==> src/rtl/axis_seq_pkg.sv <==
// Shared types and default widths for the segment sequencer and its table.
// No logic; latency and backpressure are defined by the modules that import it.
package axis_seq_pkg;

    localparam int BRAM_ADDR_WIDTH_DEF = 10;
    localparam int SEG_IDX_WIDTH_DEF   = 4;
    localparam int RPT_WIDTH_DEF       = 8;
    localparam int ARM_CYCLES_DEF      = 2;

    typedef enum logic [2:0] {
        ST_IDLE,
        ST_LOAD,
        ST_CHECK,
        ST_ARM,
        ST_RUN,
        ST_NEXT_SEG
    } seq_state_e;

    typedef struct packed {
        logic [BRAM_ADDR_WIDTH_DEF-1:0] start_addr;
        logic [BRAM_ADDR_WIDTH_DEF-1:0] end_addr;
        logic [RPT_WIDTH_DEF-1:0]       rpt;
    } seg_entry_t;

endpackage

==> src/rtl/segment_table.sv <==
// Segment table: 2^IDX_W entries, one registered write port, one registered read port.
// Writes land one cycle after the strobe; read data appears the cycle after rd_idx; no backpressure.
module segment_table
    import axis_seq_pkg::*;
#(
    parameter int  IDX_W   = SEG_IDX_WIDTH_DEF,
    parameter type entry_t = seg_entry_t
) (
    input  logic             aclk,
    input  logic             aresetn,
    input  logic             wr_en,
    input  logic [IDX_W-1:0] wr_idx,
    input  entry_t           wr_dat,
    input  logic [IDX_W-1:0] rd_idx,
    output entry_t           rd_dat
);

    entry_t           mem [2**IDX_W];
    logic             wr_vld_q;
    logic [IDX_W-1:0] wr_idx_q;
    entry_t           wr_dat_q;

    always_ff @(posedge aclk or negedge aresetn) begin
        if (!aresetn) wr_vld_q <= 1'b0;
        else          wr_vld_q <= wr_en;
    end

    // Storage is deliberately left unreset so it maps onto plain RAM.
    always_ff @(posedge aclk) begin
        wr_idx_q <= wr_idx;
        wr_dat_q <= wr_dat;
        if (wr_vld_q) mem[wr_idx_q] <= wr_dat_q;
        rd_dat <= mem[rd_idx];
    end

endmodule

==> src/rtl/axis_segment_sequencer.sv <==
// Walks a segment table, arming the BRAM reader with offset/end per segment, with repeats and looping.
// start->reader released after 3+ARM_CYCLES cycles; waits indefinitely on the reader's done handshake.
module axis_segment_sequencer
    import axis_seq_pkg::*;
#(
    parameter int BRAM_ADDR_WIDTH = BRAM_ADDR_WIDTH_DEF,
    parameter int SEG_IDX_WIDTH   = SEG_IDX_WIDTH_DEF,
    parameter int RPT_WIDTH       = RPT_WIDTH_DEF,
    parameter int ARM_CYCLES      = ARM_CYCLES_DEF
) (
    input  logic                       aclk,
    input  logic                       aresetn,
    input  logic                       tbl_wr_en,
    input  logic [SEG_IDX_WIDTH-1:0]   tbl_wr_idx,
    input  logic [BRAM_ADDR_WIDTH-1:0] tbl_wr_start,
    input  logic [BRAM_ADDR_WIDTH-1:0] tbl_wr_end,
    input  logic [RPT_WIDTH-1:0]       tbl_wr_rpt,
    input  logic [SEG_IDX_WIDTH:0]     num_segments,
    input  logic                       loop_en,
    input  logic                       start,
    input  logic                       abort,
    output logic                       rdr_aresetn,
    output logic [BRAM_ADDR_WIDTH-1:0] rdr_offset,
    output logic [BRAM_ADDR_WIDTH-1:0] rdr_end,
    input  logic                       rdr_done_tvalid,
    output logic                       rdr_done_tready,
    output logic                       busy,
    output logic [SEG_IDX_WIDTH-1:0]   cur_seg,
    output logic                       done,
    output logic                       err
);

    typedef struct packed {
        logic [BRAM_ADDR_WIDTH-1:0] start_addr;
        logic [BRAM_ADDR_WIDTH-1:0] end_addr;
        logic [RPT_WIDTH-1:0]       rpt;
    } entry_t;

    localparam int ARM_W = (ARM_CYCLES > 1) ? $clog2(ARM_CYCLES) : 1;
    localparam logic [ARM_W-1:0]       ARM_LAST = ARM_W'(ARM_CYCLES - 1);
    localparam logic [SEG_IDX_WIDTH:0] MAX_SEGS = {1'b1, {SEG_IDX_WIDTH{1'b0}}};

    seq_state_e                 state_q, state_d;
    logic [SEG_IDX_WIDTH-1:0]   seg_q, seg_d;
    logic [RPT_WIDTH-1:0]       rpt_q, rpt_d;
    logic [ARM_W-1:0]           arm_q, arm_d;
    logic [BRAM_ADDR_WIDTH-1:0] off_q, off_d;
    logic [BRAM_ADDR_WIDTH-1:0] end_q, end_d;
    logic                       err_q, err_d;
    logic                       done_q, done_d;
    logic [SEG_IDX_WIDTH:0]     seg_nxt;
    entry_t                     wr_entry;
    entry_t                     rd_entry;

    assign wr_entry = '{start_addr: tbl_wr_start, end_addr: tbl_wr_end, rpt: tbl_wr_rpt};
    assign seg_nxt  = {1'b0, seg_q} + (SEG_IDX_WIDTH+1)'(1);

    // Read address follows seg_d so the entry is already valid during LOAD.
    segment_table #(
        .IDX_W   (SEG_IDX_WIDTH),
        .entry_t (entry_t)
    ) u_table (
        .aclk    (aclk),
        .aresetn (aresetn),
        .wr_en   (tbl_wr_en && (state_q == ST_IDLE)),
        .wr_idx  (tbl_wr_idx),
        .wr_dat  (wr_entry),
        .rd_idx  (seg_d),
        .rd_dat  (rd_entry)
    );

    always_comb begin
        state_d = state_q;
        seg_d   = seg_q;
        rpt_d   = rpt_q;
        arm_d   = arm_q;
        off_d   = off_q;
        end_d   = end_q;
        err_d   = err_q;
        done_d  = 1'b0;
        if (tbl_wr_en && (state_q != ST_IDLE)) err_d = 1'b1;
        if (abort && (state_q != ST_IDLE)) begin
            state_d = ST_IDLE;
        end else begin
            case (state_q)
                ST_IDLE: begin
                    if (start && !abort) begin
                        if ((num_segments == '0) || (num_segments > MAX_SEGS)) begin
                            err_d = 1'b1;
                        end else begin
                            err_d   = 1'b0;
                            seg_d   = '0;
                            state_d = ST_LOAD;
                        end
                    end
                end
                ST_LOAD: begin
                    off_d   = rd_entry.start_addr;
                    end_d   = rd_entry.end_addr;
                    rpt_d   = rd_entry.rpt;
                    state_d = ST_CHECK;
                end
                ST_CHECK: begin
                    if (end_q <= off_q) begin
                        err_d   = 1'b1;
                        state_d = ST_NEXT_SEG;
                    end else begin
                        arm_d   = '0;
                        state_d = ST_ARM;
                    end
                end
                ST_ARM: begin
                    if (arm_q == ARM_LAST) state_d = ST_RUN;
                    else                   arm_d   = arm_q + ARM_W'(1);
                end
                ST_RUN: begin
                    if (rdr_done_tvalid) begin
                        if (rpt_q != '0) begin
                            rpt_d   = rpt_q - RPT_WIDTH'(1);
                            arm_d   = '0;
                            state_d = ST_ARM;
                        end else begin
                            state_d = ST_NEXT_SEG;
                        end
                    end
                end
                ST_NEXT_SEG: begin
                    if (seg_nxt < num_segments) begin
                        seg_d   = seg_nxt[SEG_IDX_WIDTH-1:0];
                        state_d = ST_LOAD;
                    end else if (loop_en) begin
                        seg_d   = '0;
                        state_d = ST_LOAD;
                    end else begin
                        done_d  = 1'b1;
                        state_d = ST_IDLE;
                    end
                end
                default: state_d = ST_IDLE;
            endcase
        end
    end

    always_ff @(posedge aclk or negedge aresetn) begin
        if (!aresetn) begin
            state_q <= ST_IDLE;
            seg_q   <= '0;
            rpt_q   <= '0;
            arm_q   <= '0;
            off_q   <= '0;
            end_q   <= '0;
            err_q   <= 1'b0;
            done_q  <= 1'b0;
        end else begin
            state_q <= state_d;
            seg_q   <= seg_d;
            rpt_q   <= rpt_d;
            arm_q   <= arm_d;
            off_q   <= off_d;
            end_q   <= end_d;
            err_q   <= err_d;
            done_q  <= done_d;
        end
    end

    assign rdr_aresetn     = (state_q == ST_RUN);
    assign rdr_done_tready = (state_q == ST_RUN);
    assign busy            = (state_q != ST_IDLE);
    assign rdr_offset      = off_q;
    assign rdr_end         = end_q;
    assign cur_seg         = seg_q;
    assign done            = done_q;
    assign err             = err_q;

endmodule

==> config.mk <==
export PLATFORM = sky130hd
export DESIGN_NAME = axis_segment_sequencer
export DESIGN_NICKNAME = d
export VERILOG_FILES = /design/src/rtl/axis_seq_pkg.sv /design/src/rtl/segment_table.sv /design/src/rtl/axis_segment_sequencer.sv
export SDC_FILE = /design/constraint.sdc
export NUM_CORES = 1
export LEC_CHECK = 0
export ABC_AREA = 0
export CAP_MARGIN = 30
export CORE_MARGIN = 3
export CORE_UTILIZATION = 55
export DETAILED_ROUTE_END_ITERATION = 10
export PLACE_DENSITY = 0.73
export RECOVER_POWER = 50
export SYNTH_ARGS = -nofsm -noshare
export SYNTH_HDL_FRONTEND = slang
export SYNTH_SLANG_ARGS = --single-unit
==> constraint.sdc <==
create_clock -name aclk -period 5.7 [get_ports aclk]
set_input_delay 0.855 -clock aclk [delete_from_list [all_inputs] [get_ports aclk]]
set_output_delay 0.855 -clock aclk [all_outputs]
set_load 0.05 [all_outputs]
==> impl_results.html, run 1 <==
<table>
<tr><th>Metric</th><th>Value</th></tr>
<tr><th colspan="2">Clocking</th></tr>
<tr><td>Max clock buf depth</td><td>3</td></tr>
<tr><td>Source-to-sink clock delay at the later pin of the worst-skew pair</td><td>0.57 ns</td></tr>
<tr><td>Resize count post-CTS</td><td>0</td></tr>
<tr><td>CTS clk-pin slew, worst paths</td><td>0.06 ns</td></tr>
<tr><td># Post-CTS Setup Buffers</td><td>0</td></tr>
<tr><td>Number of clock buffers inserted by TritonCTS</td><td>53</td></tr>
<tr><td>Hold-fix buffers, CTS</td><td>0</td></tr>
<tr><td>Htree depth</td><td>2</td></tr>
<tr><td>Clock tree root buffer cell</td><td>sky130_fd_sc_hd__clkbuf_16</td></tr>
<tr><td>TritonCTS clock tree</td><td>yes</td></tr>
<tr><td>Number of sinks handled by clock tree synthesis</td><td>547</td></tr>
<tr><th colspan="2">Routing</th></tr>
<tr><td>Met2 wire length</td><td>22120 microns</td></tr>
<tr><td>Wire length reported by the detailed router</td><td>46520 microns</td></tr>
<tr><td>Drc violations</td><td>0</td></tr>
<tr><td>WL/cell</td><td>23.52 microns</td></tr>
<tr><td>Wire length on met3</td><td>3944 microns</td></tr>
<tr><td>Number of vias in the routed layout</td><td>12016</td></tr>
<tr><td>1st-pass router iterations</td><td>5</td></tr>
<tr><td>Top layer used by detailed routing</td><td>met4</td></tr>
<tr><td>Routed length on met1</td><td>19070 microns</td></tr>
<tr><td>Per-cell via count in the routed design</td><td>6.075</td></tr>
<tr><td>Number of DRC markers after the initial detailed-route iteration</td><td>1206</td></tr>
<tr><td>ANT nets after route</td><td>0</td></tr>
<tr><th colspan="2">Critical path</th></tr>
<tr><td>Element type at the critical path start</td><td>register</td></tr>
<tr><td>Path type of the worst setup path</td><td>reg -&gt; reg</td></tr>
<tr><td>Critical path peak fanout</td><td>40</td></tr>
<tr><td>Critical Path AT</td><td>4.68 ns</td></tr>
<tr><td>R2R Path Start</td><td>cur_seg[0]$_DFF_PN0_</td></tr>
<tr><td>R2R cell count</td><td>11</td></tr>
<tr><td>FF-to-FF setup slack</td><td>1.46 ns</td></tr>
<tr><td>Endpoint of the worst-slack reg-to-reg timing path</td><td>u_table.rd_dat[4]$_DFF_P_</td></tr>
<tr><td>Crit. End Element</td><td>register</td></tr>
<tr><td>Data required, critical path</td><td>6.13 ns</td></tr>
<tr><th colspan="2">Hold path</th></tr>
<tr><td>Hold/Removal Path Class</td><td>reg -&gt; reg</td></tr>
<tr><td>Count of cells along the worst hold path</td><td>2</td></tr>
<tr><td>Endpoint, Worst Hold</td><td>rdr_offset[6]$_DFFE_PN0P_</td></tr>
<tr><td>Hold Crit Start</td><td>u_table.rd_dat[24]$_DFF_P_</td></tr>
<tr><th colspan="2">Placed design</th></tr>
<tr><td>Cell Area, Placed</td><td>22210 sq um</td></tr>
<tr><td>Number of port buffers</td><td>72</td></tr>
<tr><td>Placer Congestion</td><td>0.8279</td></tr>
<tr><td>Sum of net half-perimeters after detailed placement</td><td>24620 microns</td></tr>
<tr><th colspan="2">Yosys</th></tr>
<tr><td>Number of register bits inferred by synthesis</td><td>547</td></tr>
<tr><td>Number of instances in the synthesized netlist</td><td>1352</td></tr>
<tr><td>Fraction of the yosys area taken by sequential cells</td><td>75.04%</td></tr>
<tr><td>Leading post-synthesis cells by cell area</td><td>sky130_fd_sc_hd__edfxtp_1, sky130_fd_sc_hd__dfxtp_1, sky130_fd_sc_hd__mux2i_1</td></tr>
<tr><td>Synthesized area divided by synthesized cell count</td><td>15.41 sq um</td></tr>
<tr><td>Count leader, synth</td><td>sky130_fd_sc_hd__edfxtp_1</td></tr>
<tr><td>Count of flip-flops with a built-in enable after synthesis</td><td>448</td></tr>
<tr><td>Most frequent cells after synthesis</td><td>sky130_fd_sc_hd__edfxtp_1, sky130_fd_sc_hd__nand2_1, sky130_fd_sc_hd__a21oi_1</td></tr>
<tr><td>Count of cell types in the netlist</td><td>54</td></tr>
<tr><td>Top-area cell type share of the netlist area</td><td>64.58%</td></tr>
<tr><td>Yosys synthesis warning count</td><td>0</td></tr>
<tr><td>Post-synthesis cell area</td><td>20830 sq um</td></tr>
<tr><td>Leading register cell type out of synthesis</td><td>sky130_fd_sc_hd__edfxtp_1</td></tr>
<tr><td>Share of synthesized registers carrying an async set or reset</td><td>7.130%</td></tr>
<tr><td>Top cell type by total area after synthesis</td><td>sky130_fd_sc_hd__edfxtp_1</td></tr>
<tr><td>Synthesized Nets</td><td>1412</td></tr>
<tr><th colspan="2">Power</th></tr>
<tr><td>Max VDD drop</td><td>0.2482 mV</td></tr>
<tr><td>Total power</td><td>9522 uW</td></tr>
<tr><td>Leakage</td><td>0.008722 uW</td></tr>
<tr><td>Power density over the cells</td><td>396.2 nW/um^2</td></tr>
<tr><th colspan="2">Floorplan</th></tr>
<tr><td>Placeable core region</td><td>36960 sq um</td></tr>
<tr><td>Effective utilization at floorplan</td><td>56.36%</td></tr>
<tr><td>Die Y-Extent</td><td>200.6 microns</td></tr>
<tr><td>Die Footprint</td><td>40240 sq um</td></tr>
<tr><td>I/O pin total</td><td>73</td></tr>
<tr><td>Overall die width</td><td>200.6 microns</td></tr>
<tr><td>Row count</td><td>70</td></tr>
<tr><th colspan="2">Timing</th></tr>
<tr><td>Final count of hold timing violations</td><td>0</td></tr>
<tr><td>Number of pins with negative max-slew slack in the final report</td><td>40</td></tr>
<tr><td>Setup repair after global routing missed its margin</td><td>false</td></tr>
<tr><td>Worst clock skew</td><td>0.01988 ns</td></tr>
<tr><td>Max-Slew Margin vs Limit</td><td>-40.67%</td></tr>
<tr><td>Final cycle utilization of the critical path</td><td>74.46%</td></tr>
<tr><td>Total Neg Setup Slack</td><td>0 ns</td></tr>
<tr><td>Slew @ Worst Pin</td><td>2.110 ns</td></tr>
<tr><td>Count of endpoints failing setup in the final report</td><td>0</td></tr>
<tr><td>Final min period</td><td>4.244 ns</td></tr>
<tr><td>Fmax</td><td>235.6 MHz</td></tr>
<tr><td>Worst hold margin</td><td>0.4299 ns</td></tr>
<tr><th colspan="2">Finish</th></tr>
<tr><td>Layout area overhead</td><td>15.38%</td></tr>
<tr><td>Final std cell area, no fill</td><td>24030 sq um</td></tr>
<tr><td>Final-stage net count</td><td>1490</td></tr>
<tr><td>Diode count</td><td>0</td></tr>
<tr><td>Fraction of layout cells with a size suffix above 1</td><td>10.11%</td></tr>
<tr><td>End-of-flow core utilization</td><td>65.02%</td></tr>
<tr><th colspan="2">Outcome</th></tr>
<tr><td>Violated checks</td><td>capacitance limit, slew limit</td></tr>
<tr><td>Run status</td><td>complete, but fails checks</td></tr>
<tr><th colspan="2">Global route</th></tr>
<tr><td>Total global-route track usage</td><td>22.57%</td></tr>
<tr><td>First-pass GRT wire length</td><td>69720 microns</td></tr>
<tr><td>Number of antenna violations at the first check in global routing</td><td>0</td></tr>
<tr><td>Total global routing overflow</td><td>0</td></tr>
<tr><td>Vias in the first global route</td><td>11586</td></tr>
<tr><td>Pin count of the biggest net entering global routing</td><td>81</td></tr>
<tr><th colspan="2">Flow run</th></tr>
<tr><td>Max-cap violations</td><td>1</td></tr>
</table>
[through the flow]
step	std cells	worst slack, ns
2_1_floorplan	1352	2.188
3_3_place_gp	1879	1.060
3_5_place_dp	1879	0.9528
4_1_cts	1978	1.450
5_1_grt	1978	1.216
6_report	1978	1.456
[final cells by class]
class	count	area (sq um)
well taps	504	630.6
repair buffers	106	1020
flip-flops and latches	547	15630
multi-input cells	695	4815
fillers	2570	12930
inverters	27	102.6
clock inverters	25	327.8
clock buffers	74	1508
[layer usage]
| layer | track usage (%) | vias up |
|---|---|---|
| met3 | 5.140 | 87 |
| met2 | 36.40 | 492 |
| met5 | 0 | - |
| met4 | 8.030 | 0 |
| met1 | 30.56 | 6012 |
| li1 | - | 5425 |
[where the power goes]
part           total, uW  internal, uW  switching (uW)
sequential          4770          4560             215
combinational       1130           413             713
clock               3630          2200            1420
[worst max path at each step]
stage | startpoint | endpoint | slack [ns] | cells after the start
after detailed placement | num_segments[2] | u_table.rd_dat[5]$_DFF_P_ | 0.95 | 11
after floorplan | cur_seg[0]$_DFF_PN0_ | u_table.rd_dat[13]$_DFF_P_ | 2.19 | 13
final | cur_seg[0]$_DFF_PN0_ | u_table.rd_dat[4]$_DFF_P_ | 1.46 | 11
after global routing | cur_seg[0]$_DFF_PN0_ | u_table.rd_dat[5]$_DFF_P_ | 1.22 | 11
after CTS | cur_seg[0]$_DFF_PN0_ | u_table.rd_dat[4]$_DFF_P_ | 1.45 | 11
after global placement | num_segments[2] | u_table.rd_dat[6]$_DFF_P_ | 1.06 | 11
[layout by cell type (no fill, tap or decap), drive strengths merged, types with 5 or more instances in the layout]
cell	count
edfxtp	448
nand2	140
a21oi	135
a221oi	113
mux2i	112
clkbuf	75
dfxtp	60
dfrtp	39
clkdlybuf4s50	39
buf	34
nor2	33
dlygate4sd3	32
o21ai	32
or4	29
inv	27
ha	16
clkinv	16
mux2	11
nor3	9
bufinv	8
nand3	7
nand2b	6
a21o	5
nand3b	5
[flip-flops by register name, summed over array words and instances (netlist names)]
name              flops
rpt_q                 8
rdr_offset           10
u_table.rd_dat       28
cur_seg               4
rdr_end              10
err                   1
arm_q                 1
state_q               3
u_table.wr_vld_q      1
u_table.wr_idx_q      4
u_table.wr_dat_q     28
done                  1
u_table.mem         448
[logic make-up after synthesis]
group	after synthesis	share of synthesized area, %
xor gates and xnor gates	3	0.1262
AOI/OAI and AO/OA	303	9.761
DFF	547	75.04
adders and majority gates	16	0.9611
muxes	123	5.995
and+or+nand+nor	250	5.712
buffers and inverters	110	2.409
[worst max-delay path: stages (launching register included)]
cell and delay [ns]:
sky130_fd_sc_hd__dfrtp_1 0.46, sky130_fd_sc_hd__ha_1 0.30, sky130_fd_sc_hd__and3_1 0.20, sky130_fd_sc_hd__ha_1 0.28, sky130_fd_sc_hd__and4_1 0.24, sky130_fd_sc_hd__a21oi_1 0.23
sky130_fd_sc_hd__and3_1 0.35, sky130_fd_sc_hd__o21a_4 0.54, sky130_fd_sc_hd__buf_4 0.57, sky130_fd_sc_hd__mux2i_1 0.26, sky130_fd_sc_hd__a221oi_1 0.10, sky130_fd_sc_hd__or4_1 0.57
Note: power is estimated with default switching activity, not from simulation.
==> run 2, diff against run 1 <==
Settings changed: PLACE_DENSITY 0.73 to 0.76.
Clock period 5.7 ns to 3.7 ns, I/O delays scaled along.
==> run 2 against run 1 <==
  * Non-clock buffer count up 29
  * Utilization grew 1.3 points
  * Largest cell class unchanged
  * Cell count is 1.6% higher
  * The run still ends with capacitance limit, slew limit left
==> impl_results.html, run 2 (synthesis results as in run 1) <==
<table>
<tr><th>Metric</th><th>Value</th></tr>
<tr><th colspan="2">Timing</th></tr>
<tr><td>Setup repair after global routing missed its margin</td><td>false</td></tr>
<tr><td>Final cycle utilization of the critical path</td><td>96.42%</td></tr>
<tr><td>Fmax</td><td>280.3 MHz</td></tr>
<tr><td>Total Neg Setup Slack</td><td>0 ns</td></tr>
<tr><td>Final count of hold timing violations</td><td>0</td></tr>
<tr><td>Number of pins with negative max-slew slack in the final report</td><td>40</td></tr>
<tr><td>Count of endpoints failing setup in the final report</td><td>0</td></tr>
<tr><td>Final min period</td><td>3.568 ns</td></tr>
<tr><td>Setup slack of the critical path after layout</td><td>0.1323 ns</td></tr>
<tr><td>Slew @ Worst Pin</td><td>2.113 ns</td></tr>
<tr><td>Worst clock skew</td><td>0.03675 ns</td></tr>
<tr><td>Max-Slew Margin vs Limit</td><td>-40.89%</td></tr>
<tr><th colspan="2">Placed design</th></tr>
<tr><td>Pre-CTS setup slack</td><td>0.02000 ns</td></tr>
<tr><td>Placer Congestion</td><td>0.8575</td></tr>
<tr><td>Number of port buffers</td><td>72</td></tr>
<tr><td>Sum of net half-perimeters after detailed placement</td><td>26740 microns</td></tr>
<tr><th colspan="2">Clocking</th></tr>
<tr><td>Clock tree root buffer cell</td><td>sky130_fd_sc_hd__clkbuf_16</td></tr>
<tr><td># Post-CTS Setup Buffers</td><td>0</td></tr>
<tr><td>Source-to-sink clock delay at the later pin of the worst-skew pair</td><td>0.60 ns</td></tr>
<tr><td>Htree depth</td><td>2</td></tr>
<tr><td>Max clock buf depth</td><td>3</td></tr>
<tr><td>Resize count post-CTS</td><td>0</td></tr>
<tr><td>Hold-fix buffers, CTS</td><td>0</td></tr>
<tr><td>Number of sinks handled by clock tree synthesis</td><td>547</td></tr>
<tr><td>TritonCTS clock tree</td><td>yes</td></tr>
<tr><td>Number of clock buffers inserted by TritonCTS</td><td>54</td></tr>
<tr><td>CTS clk-pin slew, worst paths</td><td>0.06 ns</td></tr>
<tr><th colspan="2">Power</th></tr>
<tr><td>P_int</td><td>10990 uW</td></tr>
<tr><td>Max VDD drop</td><td>0.4374 mV</td></tr>
<tr><td>Switching portion of total power</td><td>25.37%</td></tr>
<tr><td>Part of the power in the clock network</td><td>37.8%</td></tr>
<tr><td>Power density over the cells</td><td>600.9 nW/um^2</td></tr>
<tr><td>Combinational share of power</td><td>12.2%</td></tr>
<tr><td>Leakage</td><td>0.008921 uW</td></tr>
<tr><td>Switching component of the power</td><td>3735 uW</td></tr>
<tr><td>Reg power frac</td><td>49.9%</td></tr>
<tr><th colspan="2">Outcome</th></tr>
<tr><td>Run status</td><td>complete, but fails checks</td></tr>
<tr><td>Violated checks</td><td>capacitance limit, slew limit</td></tr>
<tr><th colspan="2">Global route</th></tr>
<tr><td>Vias in the first global route</td><td>12436</td></tr>
<tr><td>Total global-route track usage</td><td>23.60%</td></tr>
<tr><td>First-pass GRT wire length</td><td>73250 microns</td></tr>
<tr><td>Total global routing overflow</td><td>0</td></tr>
<tr><td>Number of antenna violations at the first check in global routing</td><td>2</td></tr>
<tr><td>Pin count of the biggest net entering global routing</td><td>61</td></tr>
<tr><th colspan="2">Critical path</th></tr>
<tr><td>Critical Path AT</td><td>4.02 ns</td></tr>
<tr><td>Critical path peak fanout</td><td>15</td></tr>
<tr><td>Library cell appearing most often on the critical path</td><td>sky130_fd_sc_hd__ha_1</td></tr>
<tr><td>Crit. End Element</td><td>register</td></tr>
<tr><td>Data required, critical path</td><td>4.15 ns</td></tr>
<tr><td>Element type at the critical path start</td><td>register</td></tr>
<tr><td>Path type of the worst setup path</td><td>reg -&gt; reg</td></tr>
<tr><td>Delay of the slowest cell on the worst path</td><td>0.54 ns</td></tr>
<tr><td>Number of buffer and inverter stages on the critical path</td><td>2</td></tr>
<tr><td>Cell with the biggest individual delay on the critical path</td><td>sky130_fd_sc_hd__or4_1</td></tr>
<tr><td>Chain of cells forming the critical path</td><td>ha_1 &gt; xor2_1 &gt; ha_1 &gt; a211o_1 &gt; a21oi_1 &gt; nand3_1 &gt; o22ai_4 &gt; buf_12 &gt; buf_4 &gt; a221oi_1 &gt; or4_1</td></tr>
<tr><td>Kind of cell adding the most delay to the critical path</td><td>compound AO/OA/AOI/OAI gates</td></tr>
<tr><th colspan="2">Routing</th></tr>
<tr><td>Drc violations</td><td>0</td></tr>
<tr><td>ANT nets after route</td><td>0</td></tr>
<tr><td>WL/cell</td><td>24.19 microns</td></tr>
<tr><td>1st-pass router iterations</td><td>5</td></tr>
<tr><td>Per-cell via count in the routed design</td><td>6.186</td></tr>
<tr><td>Number of vias in the routed layout</td><td>12434</td></tr>
<tr><td>Number of DRC markers after the initial detailed-route iteration</td><td>1300</td></tr>
<tr><td>Wire length reported by the detailed router</td><td>48630 microns</td></tr>
<tr><th colspan="2">Flow run</th></tr>
<tr><td>Max-cap violations</td><td>1</td></tr>
<tr><th colspan="2">Finish</th></tr>
<tr><td>Most used cells in the layout excluding fill and tap cells</td><td>sky130_fd_sc_hd__edfxtp_1, sky130_fd_sc_hd__nand2_1, sky130_fd_sc_hd__a21oi_1</td></tr>
<tr><td>End-of-flow core utilization</td><td>66.29%</td></tr>
<tr><td>Biggest registers after layout</td><td>u_table.mem: 448 flops, u_table.rd_dat: 28 flops, u_table.wr_dat_q: 28 flops</td></tr>
<tr><td>Most flops, register</td><td>u_table.mem</td></tr>
<tr><td>Count of fill cells added during filler insertion</td><td>2479</td></tr>
<tr><td>Fraction of layout cells with a size suffix above 1</td><td>11.89%</td></tr>
<tr><td>Final-stage net count</td><td>1520</td></tr>
<tr><td>Most common cell after layout, fill and taps aside</td><td>sky130_fd_sc_hd__edfxtp_1</td></tr>
<tr><td>Layout area overhead</td><td>17.62%</td></tr>
<tr><td>Area of all sequential standard cells</td><td>15630 sq um</td></tr>
<tr><td>Area used by multi-input combinational logic</td><td>4820 sq um</td></tr>
<tr><td>Number of flip-flops in the largest register</td><td>448</td></tr>
<tr><th colspan="2">Hold path</th></tr>
<tr><td>Hold/Removal Path Class</td><td>reg -&gt; reg</td></tr>
<tr><th colspan="2">Floorplan</th></tr>
<tr><td>Die Footprint</td><td>40240 sq um</td></tr>
<tr><td>Effective utilization at floorplan</td><td>56.36%</td></tr>
<tr><td>Row count</td><td>70</td></tr>
<tr><td>I/O pin total</td><td>73</td></tr>
<tr><td>Die Y-Extent</td><td>200.6 microns</td></tr>
<tr><td>Placeable core region</td><td>36960 sq um</td></tr>
<tr><td>Overall die width</td><td>200.6 microns</td></tr>
</table>
==> run 2: area by class of cell <==
type | instances | area share, %
sequential | 547 | 63.80
multi-input combinational | 695 | 19.67
clock buffer | 73 | 6.139
timing repair buffer | 135 | 6.052
tap | 504 | 2.574
clock inverter | 28 | 1.338
inverter | 27 | 0.4188
antenna | 1 | 0.01021
==> run 2: final timing paths <==
path	from	endpoint	slack, ns	depth (start not counted)
max in group asynchronous	aresetn	err$_DFF_PN0_	1.90	1
hold reg to reg	u_table.rd_dat[24]$_DFF_P_	rdr_offset[6]$_DFFE_PN0P_	0.44	2
hold / removal	u_table.rd_dat[24]$_DFF_P_	rdr_offset[6]$_DFFE_PN0P_	0.44	2
min in group asynchronous	aresetn	arm_q$_DFFE_PN0P_	0.58	1
setup reg to reg	cur_seg[1]$_DFF_PN0_	u_table.rd_dat[14]$_DFF_P_	0.13	11
setup / recovery	cur_seg[1]$_DFF_PN0_	u_table.rd_dat[14]$_DFF_P_	0.13	11
==> run 2: power groups by stage <==
| stage | registers [uW] | logic (uW) | clock network, uW |
|---|---|---|---|
| floorplan | 7720 | 776 | 0 |
| global placement | 7460 | 1760 | 0 |
| detailed placement | 7470 | 1800 | 0 |
| CTS | 7340 | 1810 | 5620 |
| global route | 7390 | 1940 | 5870 |
| finish | 7350 | 1800 | 5570 |
==> run 2: per-layer routing <==
metal,vias to the layer above,global-route usage (%),share of wire (%)
met5,-,0,0.039
met4,2,9.009,2.8
met3,119,4.702,8.7
met2,605,37.20,47
met1,6201,32.95,41
li1,5507,-,-
==> run 2: metrics by stage <==
stage	hold WS, ns	total power (uW)	instance area, sq um	cells
final	0.4354	14720	24500	2010
after global routing	0.4823	15200	24500	2009
after CTS	0.1071	14780	24500	2009
after detailed placement	0.4206	9272	22670	1908
after global placement	0.4208	9220	22670	1908
after floorplan	0.2594	8492	20830	1352
==> run 2: worst min-delay path: stages (launching register included) <==
cell	delay (ns)
sky130_fd_sc_hd__dfxtp_1	0.31
sky130_fd_sc_hd__nand2_1	0.04
sky130_fd_sc_hd__o21ai_0	0.05
==> run 3, diff against run 2 <==
Settings changed: SETUP_SLACK_MARGIN from default to 0.4, SLEW_MARGIN from default to 20.
==> run 3 against run 2 <==
  * The run still ends with capacitance limit, slew limit left
  * Via count increased by 12%
  * Die area unchanged
  * Utilization increased by 5.6 points
  * Count of clock-buffer cells in the layout decreased by 13
  * Power increased by 3.2%
  * Clock skew decreased by 0.0086 ns
  * Routed wire length increased by 27%
  * Critical path depth increased by 1
  * Flip-flop and latch count unchanged
  * Cell count increased by 5.1%
  * Largest cell class unchanged
==> impl_results.html, run 3 (synthesis results as in run 1) <==
<table>
<tr><th>Metric</th><th>Value</th></tr>
<tr><th colspan="2">Clocking</th></tr>
<tr><td>TritonCTS clock tree</td><td>yes</td></tr>
<tr><td>Number of clock buffers inserted by TritonCTS</td><td>52</td></tr>
<tr><td>CTS clk-pin slew, worst paths</td><td>0.08 ns</td></tr>
<tr><td>Htree depth</td><td>2</td></tr>
<tr><td>Clock tree root buffer cell</td><td>sky130_fd_sc_hd__clkbuf_16</td></tr>
<tr><td>Max clock buf depth</td><td>3</td></tr>
<tr><td>Source-to-sink clock delay at the later pin of the worst-skew pair</td><td>0.60 ns</td></tr>
<tr><td>Number of sinks handled by clock tree synthesis</td><td>547</td></tr>
<tr><th colspan="2">Timing</th></tr>
<tr><td>Total Neg Setup Slack</td><td>0 ns</td></tr>
<tr><td>Setup slack of the critical path after layout</td><td>0.1984 ns</td></tr>
<tr><td>Worst clock skew</td><td>0.02815 ns</td></tr>
<tr><td>Fmax</td><td>285.6 MHz</td></tr>
<tr><td>Final cycle utilization of the critical path</td><td>94.64%</td></tr>
<tr><td>Setup repair after global routing missed its margin</td><td>true</td></tr>
<tr><td>Final count of hold timing violations</td><td>0</td></tr>
<tr><td>Slew @ Worst Pin</td><td>1.810 ns</td></tr>
<tr><td>Final min period</td><td>3.502 ns</td></tr>
<tr><td>Max-Slew Margin vs Limit</td><td>-20.67%</td></tr>
<tr><td>Count of endpoints failing setup in the final report</td><td>0</td></tr>
<tr><td>Number of pins with negative max-slew slack in the final report</td><td>33</td></tr>
<tr><th colspan="2">Routing</th></tr>
<tr><td>Wire length reported by the detailed router</td><td>61860 microns</td></tr>
<tr><td>1st-pass router iterations</td><td>9</td></tr>
<tr><td>Number of DRC markers after the initial detailed-route iteration</td><td>2057</td></tr>
<tr><td>ANT nets after route</td><td>0</td></tr>
<tr><td>Number of vias in the routed layout</td><td>13953</td></tr>
<tr><td>WL/cell</td><td>29.27 microns</td></tr>
<tr><td>Per-cell via count in the routed design</td><td>6.603</td></tr>
<tr><td>Drc violations</td><td>0</td></tr>
<tr><th colspan="2">Power</th></tr>
<tr><td>Leakage</td><td>0.009760 uW</td></tr>
<tr><td>Power density over the cells</td><td>571.8 nW/um^2</td></tr>
<tr><td>Max VDD drop</td><td>0.4738 mV</td></tr>
<tr><th colspan="2">Hold path</th></tr>
<tr><td>Hold/Removal Path Class</td><td>in -&gt; async</td></tr>
<tr><th colspan="2">Critical path</th></tr>
<tr><td>Critical Path AT</td><td>4.05 ns</td></tr>
<tr><td>Chain of cells forming the critical path</td><td>buf_4 &gt; xor2_1 &gt; ha_1 &gt; and4_4 &gt; nand2_1 &gt; and4_1 &gt; o311a_4 &gt; or3_4 &gt; buf_4 &gt; clkbuf_16 &gt; a221oi_1 &gt; or4_1</td></tr>
<tr><td>Cell with the biggest individual delay on the critical path</td><td>sky130_fd_sc_hd__or3_4</td></tr>
<tr><td>Element type at the critical path start</td><td>register</td></tr>
<tr><td>Kind of cell adding the most delay to the critical path</td><td>simple AND/OR/NAND/NOR gates</td></tr>
<tr><td>Number of buffer and inverter stages on the critical path</td><td>3</td></tr>
<tr><td>Library cell appearing most often on the critical path</td><td>sky130_fd_sc_hd__buf_4</td></tr>
<tr><td>Crit. End Element</td><td>register</td></tr>
<tr><td>Path type of the worst setup path</td><td>reg -&gt; reg</td></tr>
<tr><td>Delay of the slowest cell on the worst path</td><td>0.46 ns</td></tr>
<tr><td>Critical path peak fanout</td><td>6</td></tr>
<tr><td>Data required, critical path</td><td>4.25 ns</td></tr>
<tr><th colspan="2">Placed design</th></tr>
<tr><td>Placer Congestion</td><td>0.8408</td></tr>
<tr><td>Number of port buffers</td><td>72</td></tr>
<tr><td>Pre-CTS setup slack</td><td>-0.08526 ns</td></tr>
<tr><td>Sum of net half-perimeters after detailed placement</td><td>27250 microns</td></tr>
<tr><th colspan="2">Global route</th></tr>
<tr><td>Pin count of the biggest net entering global routing</td><td>59</td></tr>
<tr><td>Vias in the first global route</td><td>12879</td></tr>
<tr><td>Number of antenna violations at the first check in global routing</td><td>0</td></tr>
<tr><td>Total global-route track usage</td><td>24.79%</td></tr>
<tr><td>First-pass GRT wire length</td><td>76420 microns</td></tr>
<tr><td>Total global routing overflow</td><td>0</td></tr>
<tr><th colspan="2">Finish</th></tr>
<tr><td>Layout area overhead</td><td>27.63%</td></tr>
<tr><td>Final-stage net count</td><td>1625</td></tr>
<tr><td>Fraction of layout cells with a size suffix above 1</td><td>23.68%</td></tr>
<tr><td>Biggest registers after layout</td><td>u_table.mem: 448 flops, u_table.rd_dat: 28 flops, u_table.wr_dat_q: 28 flops</td></tr>
<tr><td>Most used cells in the layout excluding fill and tap cells</td><td>sky130_fd_sc_hd__edfxtp_1, sky130_fd_sc_hd__nand2_1, sky130_fd_sc_hd__a21oi_1</td></tr>
<tr><td>Number of flip-flops in the largest register</td><td>448</td></tr>
<tr><td>Most common cell after layout, fill and taps aside</td><td>sky130_fd_sc_hd__edfxtp_1</td></tr>
<tr><td>Count of fill cells added during filler insertion</td><td>2069</td></tr>
<tr><td>Most flops, register</td><td>u_table.mem</td></tr>
<tr><td>Diode count</td><td>0</td></tr>
<tr><th colspan="2">Floorplan</th></tr>
<tr><td>Overall die width</td><td>200.6 microns</td></tr>
<tr><td>I/O pin total</td><td>73</td></tr>
<tr><td>Die Footprint</td><td>40240 sq um</td></tr>
<tr><td>Die Y-Extent</td><td>200.6 microns</td></tr>
<tr><td>Row count</td><td>70</td></tr>
<tr><td>Placeable core region</td><td>36960 sq um</td></tr>
<tr><td>Effective utilization at floorplan</td><td>56.36%</td></tr>
<tr><th colspan="2">Outcome</th></tr>
<tr><td>Violated checks</td><td>capacitance limit, slew limit</td></tr>
<tr><td>Run status</td><td>complete, but fails checks</td></tr>
<tr><th colspan="2">Flow run</th></tr>
<tr><td>Max-cap violations</td><td>1</td></tr>
</table>
-- run 3: cell type report --
cell class | instances | area, sq um | area share [%]
Multi-Input combinational cell | 695 | 5414 | 20.36
Sequential cell | 547 | 15630 | 58.81
Inverter | 27 | 103.9 | 0.3906
Clock inverter | 38 | 459.2 | 1.727
Tap cell | 504 | 630.6 | 2.372
Timing Repair Buffer | 242 | 2973 | 11.18
Clock buffer | 60 | 1371 | 5.158
-- run 3: path summary, 6_finish.rpt --
check / from / endpoint / slack (ns) / cells after the start
setup reg to reg: cur_seg[2]$_DFF_PN0_ / u_table.rd_dat[25]$_DFF_P_ / 0.20 / 12
min in group aclk: u_table.rd_dat[21]$_DFF_P_ / rdr_offset[3]$_DFFE_PN0P_ / 0.44 / 2
hold / removal: aresetn / rpt_q[5]$_DFFE_PN0P_ / 0.42 / 2
hold reg to reg: u_table.rd_dat[21]$_DFF_P_ / rdr_offset[3]$_DFFE_PN0P_ / 0.44 / 2
setup / recovery: cur_seg[2]$_DFF_PN0_ / u_table.rd_dat[25]$_DFF_P_ / 0.20 / 12
max in group asynchronous: aresetn / cur_seg[2]$_DFF_PN0_ / 1.14 / 3
-- run 3: layer usage --
metal,part of all wire [%],routed length [microns],track usage [%]
met5,0,0,0
met1,36,22090,34.00
met4,4.5,2754,9.034
met3,12,7581,4.978
met2,48,29430,39.95
-- run 3: power breakdown --
group	switching [uW]	internal, uW
clock network	2390	3310
logic	1270	836
registers	373	7020
total	4040	11200
-- run 3: repair_timing --
item	CTS	global route
setup buffers	32	38
pin swaps	6	32
hold endpoints to repair	0	7
resized for setup	10	153
hold buffers	0	1
cloned	2	26
endpoints found under the setup margin	28	31
-- run 3: worst register-to-register path, stage by stage, from the launching register on --
cell,delay (ns)
sky130_fd_sc_hd__dfrtp_2,0.45
sky130_fd_sc_hd__buf_4,0.16
sky130_fd_sc_hd__xor2_1,0.15
sky130_fd_sc_hd__ha_1,0.30
sky130_fd_sc_hd__and4_4,0.29
sky130_fd_sc_hd__nand2_1,0.14
sky130_fd_sc_hd__and4_1,0.28
sky130_fd_sc_hd__o311a_4,0.35
sky130_fd_sc_hd__or3_4,0.46
sky130_fd_sc_hd__buf_4,0.18
sky130_fd_sc_hd__clkbuf_16,0.17
sky130_fd_sc_hd__a221oi_1,0.34
sky130_fd_sc_hd__or4_1,0.20
-- run 3: stage by stage --
step / std cells / hold WS (ns) / power [uW] / cell area (sq um) / util [%]
CTS: 2047 / 0.1265 / 14870 / 24960 / 67.52
global route: 2113 / 0.4563 / 15580 / 26590 / 71.93
detailed placement: 1915 / 0.4234 / 9294 / 22760 / 61.57
finish: 2113 / 0.4185 / 15200 / 26590 / 71.93
floorplan: 1352 / 0.2594 / 8493 / 20860 / -
global placement: 1915 / 0.4209 / 9233 / 22760 / 61.57
